**src/rtl/byte_write_dual_ram.sv**
```systemverilog
// Simple dual-port RAM with byte write strobes and an optional post-reset zeroing sweep.
// Read data appears READ_LATENCY cycles after issue. There is no backpressure: one read and one write are accepted per cycle once busy drops.
module byte_write_dual_ram #(
   parameter int WIDTH          = 8,
   parameter int ENTRIES        = 16,
   parameter int BYTE_WIDTH     = 8,
   parameter int READ_LATENCY   = 1,
   parameter int WRITE_FIRST    = 0,
   parameter int CLEAR_ON_RESET = 1,
   localparam int AW            = (ENTRIES > 1) ? $clog2(ENTRIES) : 1,
   localparam int BYTES         = WIDTH / BYTE_WIDTH
) (
   input  logic              clk,
   input  logic              rst,
   output logic              busy,
   input  logic [AW-1:0]     write_address,
   input  logic [WIDTH-1:0]  write_data,
   input  logic [BYTES-1:0]  write_enable,
   input  logic [AW-1:0]     read_address,
   input  logic              read_enable,
   output logic [WIDTH-1:0]  read_data,
   output logic              read_valid
);

   typedef enum logic {CLEAR, READY} state_t;

   state_t            state, state_nxt;
   logic [AW-1:0]     clr_cnt;
   logic [BYTES-1:0]  mem_we;
   logic [AW-1:0]     mem_addr;
   logic [WIDTH-1:0]  mem_wdat;
   logic              wr_addr_ok, rd_addr_ok, rd_issue, collide;
   logic [WIDTH-1:0]  rd_word;
   logic              s1_vld;
   logic [WIDTH-1:0]  s1_dat;

   // No reset on the array so it still maps onto block RAM.
   logic [WIDTH-1:0]  mem [ENTRIES];

   always_ff @(posedge clk or posedge rst) begin
      if (rst) state <= (CLEAR_ON_RESET != 0) ? CLEAR : READY;
      else     state <= state_nxt;
   end

   always_comb begin
      state_nxt = state;
      if (state == CLEAR && clr_cnt == AW'(ENTRIES - 1))
         state_nxt = READY;
   end

   always_ff @(posedge clk or posedge rst) begin
      if (rst)                 clr_cnt <= '0;
      else if (state == CLEAR) clr_cnt <= clr_cnt + AW'(1);
   end

   assign wr_addr_ok = {1'b0, write_address} < (AW+1)'(ENTRIES);
   assign rd_addr_ok = {1'b0, read_address}  < (AW+1)'(ENTRIES);

   // The sweep owns the single write port while it runs.
   always_comb begin
      busy     = (state == CLEAR);
      mem_we   = '0;
      mem_addr = clr_cnt;
      mem_wdat = '0;
      if (state == CLEAR) begin
         mem_we = '1;
      end else if (wr_addr_ok) begin
         mem_we   = write_enable;
         mem_addr = write_address;
         mem_wdat = write_data;
      end
   end

   always_ff @(posedge clk) begin
      for (int i = 0; i < BYTES; i++)
         if (mem_we[i])
            mem[mem_addr][i*BYTE_WIDTH +: BYTE_WIDTH] <= mem_wdat[i*BYTE_WIDTH +: BYTE_WIDTH];
   end

   assign rd_issue = read_enable && !busy;
   assign collide  = (WRITE_FIRST != 0) && !busy && wr_addr_ok && (write_address == read_address);

   // Write-first merges the incoming bytes over the stored word rather than trusting array semantics.
   always_comb begin
      rd_word = '0;
      if (rd_addr_ok) begin
         rd_word = mem[read_address];
         if (collide)
            for (int i = 0; i < BYTES; i++)
               if (write_enable[i])
                  rd_word[i*BYTE_WIDTH +: BYTE_WIDTH] = write_data[i*BYTE_WIDTH +: BYTE_WIDTH];
      end
   end

   always_ff @(posedge clk or posedge rst) begin
      if (rst) begin
         s1_vld <= 1'b0;
         s1_dat <= '0;
      end else begin
         s1_vld <= rd_issue;
         if (rd_issue) s1_dat <= rd_word;
      end
   end

   generate
      if (READ_LATENCY == 2) begin : g_lat2
         logic             s2_vld;
         logic [WIDTH-1:0] s2_dat;

         always_ff @(posedge clk or posedge rst) begin
            if (rst) begin
               s2_vld <= 1'b0;
               s2_dat <= '0;
            end else begin
               s2_vld <= s1_vld;
               if (s1_vld) s2_dat <= s1_dat;
            end
         end

         assign read_valid = s2_vld;
         assign read_data  = s2_dat;
      end else begin : g_lat1
         assign read_valid = s1_vld;
         assign read_data  = s1_dat;
      end
   endgenerate

endmodule

```
**config.mk**
```make
export PLATFORM = sky130hd
export DESIGN_NAME = byte_write_dual_ram
export DESIGN_NICKNAME = d
export VERILOG_FILES = /design/src/rtl/byte_write_dual_ram.sv
export SDC_FILE = /design/constraint.sdc
export NUM_CORES = 1
export LEC_CHECK = 0
export ABC_AREA = 1
export BUFFER_PORTS_ARGS = -buffer_cell sky130_fd_sc_hd__buf_2
export CORE_ASPECT_RATIO = 1.25
export CORE_MARGIN = 2
export CORE_UTILIZATION = 60
export CTS_CLUSTER_DIAMETER = 120
export DETAILED_ROUTE_END_ITERATION = 7
export PLACE_DENSITY_LB_ADDON = 0.25
export SYNTH_ARGS = -nofsm -noshare
export SYNTH_HDL_FRONTEND = slang
export SYNTH_SLANG_ARGS = --single-unit
export TNS_END_PERCENT = 5
```
**constraint.sdc**
```tcl
create_clock -name clk -period 3.3 [get_ports clk]
set_clock_uncertainty 0.15 [all_clocks]
set_input_delay 0.66 -clock clk [delete_from_list [all_inputs] [get_ports clk]]
set_output_delay 0.66 -clock clk [all_outputs]
set_load 0.02 [all_outputs]
```
# After elaboration in Yosys (flattened, before gate mapping)
# Memory sizes are Yosys's and may differ from the RTL's. A register that Yosys moved wholly into a read port is not among the register bits.
# Cells that the tools add are included.
classes:
  addsub: 1
  multipliers: 0
  n_div: 0
  magnitude_cmp: 0
  n_eq_ne: 1
  n_shift: 0
  mux: 5
  n_bitwise: 1
  reduce_logical: 2
op_table:
  columns: ["cell", "n"]
  rows:
  - ["$mux W8", 1]
  - ["$add A4 B1 Y4 const B", 1]
  - ["$eq A4 B4 Y1 const B", 1]
  - ["$mux W4", 1]
  - ["$mux W1", 3]
  - ["$logic_and A1 B1 Y1", 2]
  - ["$not A1 Y1", 1]
word_totals:
  ff_bits: 6
  latch_bits: 0
  ram_bits: 128
  mem_bits_ro: 0
  output_inout_bits: 10
  elab_cells: 14
  mem_count: 1
memory_table:
  columns: ["name", "words", "word_bits", "read_ports", "rd_ports_with_merged_regs", "wr", "line_no", "text"]
  rows:
  - ["mem", 16, 8, 1, 1, 1, "38", "logic [WIDTH-1:0] mem [ENTRIES];"]

# Depth between registers and ports, before layout
depth:
  depth_word: 3
  depth_mapped: 10

# Least setup slack after synthesis
# Ideal clock, no wire load.
synth_timing:
  path_type: "input port to flip-flop"
  start: "in write_address[2]"
  end: "mem mem[11][0] (enable)"
  t_arrival_ps: 1479
  t_required_ps: 2780
  setup_slack_ps: 1301
  cell_stages: 4
  n_path_buf: 0
  path_cell_list: "or2_0 > o21ai_2 > nand3_1 > nor2_1"
synth_via:
  elab_chain_cells: 1
synth_lines:
  columns: ["item", "line_no", "text"]
  rows:
  - ["start, declared", "16", "input logic [AW-1:0] write_address,"]
  - ["$mux W4", "65", "if (state == CLEAR) begin"]
  - ["end, declared", "38", null]
# No other way between the ends.

# Worst setup path in the final report
layout_timing:
  start: "reg state"
  end: "mem mem[10][1] (enable)"
layout_via:
  elab_chain_cells: 3
layout_lines:
  columns: ["item", "line_no", "text"]
  rows:
  - ["start, declared", "27", "state_t state, state_nxt;"]
  - ["start signal, assigned", "41", "if (rst) state <= (CLEAR_ON_RESET != 0) ? CLEAR : READY;"]
  - ["start signal, assigned", "42", "else state <= state_nxt;"]
  - ["$mux W1", "65", null]
  - ["$mux W1", "76", "if (mem_we[i])"]
  - ["$mux W1 (not written as such)", "77", "mem[mem_addr][i*BYTE_WIDTH +: BYTE_WIDTH] <= mem_wdat[i*BYTE_WIDTH +: BYTE_WIDTH];"]
# Several ways; a longest one is shown, not always the timed one.

==> impl_results.md <==
- Status: completed
- Main synth FF type: edfxtp_1
- Vias/cell: 5.632
- Cell Area, Synth: 0.005936 mm^2
- Met2 Use GR: 0.4401
- Finished Core Util: 0.6844
- Largest net degree at the start of global routing: 65
- Port Buffers: 29
- Worst Setup Path Type: reg -> reg
- Vias in the first global route: 3777
- Diodes inserted: 0
- YS warnings: 0
- Post-Route WL: 12840 um
- Syn-to-layout area delta: 10.79%
- Wirelength per Cell: 18.45 um
- Unrepaired setup endpoints after global routing: false
- Die ar.: 0.01071 mm^2
- Worst Hold Class: in -> async
- Sequential share of the synthesized area: 0.7066
- Peak Freq: 390.1 MHz
- Max H-tree Level: 4
- Clock Tree Buf Depth: 2
- Most congested layer reported by global routing: met2
- Clk slew on worst S/H paths: 0.05 ns
- Detail Placement HPWL: 8001 um
- # hold bufs at CTS: 0
- Vias: 3920
- Measured slew at the worst slew-check pin: 0.8345 ns
- Setup tns final: 0 ns
- Synth Instances: 532
- Clk pwr share: 0.427
- RD Place Congestion: 0.8573
- Sequential power share: 0.508
- CP peak stage delay: 0.68 ns
- Number of synthesized flops with an enable pin: 128
- Final setup viols: 0
- Final period util: 0.7768
- Global routing usage on met1: 0.3237
- Initial cell density of the core: 0.6177
- Share of cells above drive strength 1: 0.1088
- Root buf cell: clkbuf_16
- Critical-path top delay cell: nor2_1
- Final Hold Viols: 0
- Worst path cell trace: inv_2, or2_0, o21ai_2, nand3_1, nor2_1
- CTS tree: yes
- Total global routing overflow: 0
- Crit start category: register
- Antenna violations before repair: 0
- Worst skew pair latency: 0.41 ns
- Row Count: 40
- Post-Syn Area per Cell: 11.16 um^2
- Synth area leaders: edfxtp_1 65%, nand2_1 13%, nand3_1 8.6%
- Commonest cells post-synth: 209 x nand2_1, 128 x edfxtp_1, 102 x nand3_1
- CTS resizes: 0
- Register bit total from synthesis: 142
- Max-cap violation count: 0
- Crit end category: register
- Max-Slew Margin vs Limit: 0.4416
- CTS Buf Count: 17
- Pleak: 0.002637 uW
- Post-CTS Setup Bufs: 0
- Comb pwr share: 0.065
- Worst path top cell family by delay: simple AND/OR/NAND/NOR gates
- Sw Share: 0.2173
- Most common cell in the netlist: nand2_1
- Die Y-Extent: 115.2 um
- Die width: 92.96 um
- Pins Over Slew Limit: 0
- Pre-antenna DRT Iters: 5
- PwrDens: 596.3 mW/mm^2
- CTS sink cnt: 142
- Worst-path fanout max: 16
- Post-synth top area share: 0.6476
- Post-synth top area cell: edfxtp_1
- Total net switching power: 852.1 uW
- DRC violation total after the first TritonRoute iteration: 382
- Syn Nets: 553
- CP required: 3.18 ns
- Min Clock Period, post-route: 2.564 ns
- CP Buf/Inv Count: 1
- Crit path DAT: 2.45 ns
- I/O Pins: 30
- # DRC: 0
- Internal: 3069 uW
- Peak supply drop: 0.4309 mV
- Core area: 0.009609 mm^2
- Total track usage: 0.2570
- FFs w/ async S/R, synth: 0.09859
- First-pass GRT wire length: 19980 um
- DRT antenna net count: 0
- GR Util met3: 0.05111
- Synth cell types: 19
- Final nets: 579
## final cells by class
cell class	instances	area, um^2
clock buffers	22	444.2
clock inverters	9	71.32
flip-flops and latches	142	4194
repair buffers	33	175.2
inverters	21	78.83
fillers	690	3033
multi-input cells	343	1455
well taps	126	157.7
## logic make-up (layout without fill, tap and decap cells)
logic type	after synthesis	after routing	synth area share
and+or+nand+nor	337	337	0.2363
DFF	142	142	0.7066
buffers and inverters	47	85	0.04827
AOI/OAI and AO/OA	3	3	0.003794
xor gates and xnor gates	2	2	0.002952
adders and majority gates	1	1	0.002108
## registers in the layout, summed over array words and instances (netlist names)
signal      flops
clr_cnt         4
state           1
mem           128
read_valid      1
read_data       8
## cell usage in the layout, fill, tap and decap left out
| cell type | netlist | layout |
|---|---|---|
| nand2_1 | 209 | 209 |
| edfxtp_1 | 128 | 128 |
| nand3_1 | 102 | 102 |
| buf_2 | 10 | 29 |
| nor2_1 | 22 | 22 |
| inv_1 | 17 | 17 |
| clkbuf_16 | 0 | 17 |
| dfrtp_1 | 14 | 14 |
| clkinv_1 | 1 | 5 |
| clkbuf_1 | 0 | 5 |
| buf_4 | 6 | 4 |
| inv_2 | 3 | 3 |
| or2_0 | 2 | 2 |
| o21ai_2 | 2 | 2 |
| clkinv_2 | 0 | 2 |
| nand2_2 | 1 | 1 |
| xor2_1 | 1 | 1 |
| a21oi_1 | 1 | 1 |
| or2_2 | 1 | 1 |
| xnor2_1 | 1 | 1 |
| ha_1 | 1 | 1 |
| bufinv_16 | 0 | 1 |
| clkinvlp_4 | 0 | 1 |
| clkinv_4 | 0 | 1 |
## through the flow
step           total power [uW]  worst slack [ns]  cells  hold WS (ns)  instance area (um^2)
2_1_floorplan              2205             1.301    532        0.3180                  5936
6_report                   3921            0.7364    696        0.1243                  6576
3_5_place_dp               2283            0.7331    665        0.3141                  6061
4_1_cts                    3932            0.7253    696        0.1283                  6576
5_1_grt                    4021            0.5583    696        0.1846                  6576
3_3_place_gp               2279            0.8490    665        0.3122                  6061
## final timing paths
kind | start | endpoint | slack, ns | cells past startpoint
setup / recovery | state | mem[10][1] | 0.74 | 5
hold / removal | rst | clr_cnt[2] | 0.12 | 2
setup reg to reg | state | mem[10][1] | 0.74 | 5
hold reg to reg | read_data[6] | read_data[6] | 0.32 | 2
max in group asynchronous | rst | read_valid | 2.53 | 2
min in group clk | read_data[6] | read_data[6] | 0.32 | 2
## metal layers
layer,routed length (um),share of wire
met1,4835,0.38
met2,6840,0.53
met3,782,0.061
met4,383,0.030
met5,0,0
## power groups by stage
stage | clock [uW] | sequential (uW) | combinational, uW
after floorplan | 0 | 2040 | 162
after global placement | 0 | 2030 | 251
after detailed placement | 0 | 2030 | 254
after CTS | 1680 | 1990 | 256
after global routing | 1750 | 1990 | 283
final | 1670 | 1990 | 256
Note: power is estimated with default switching activity, not from simulation.
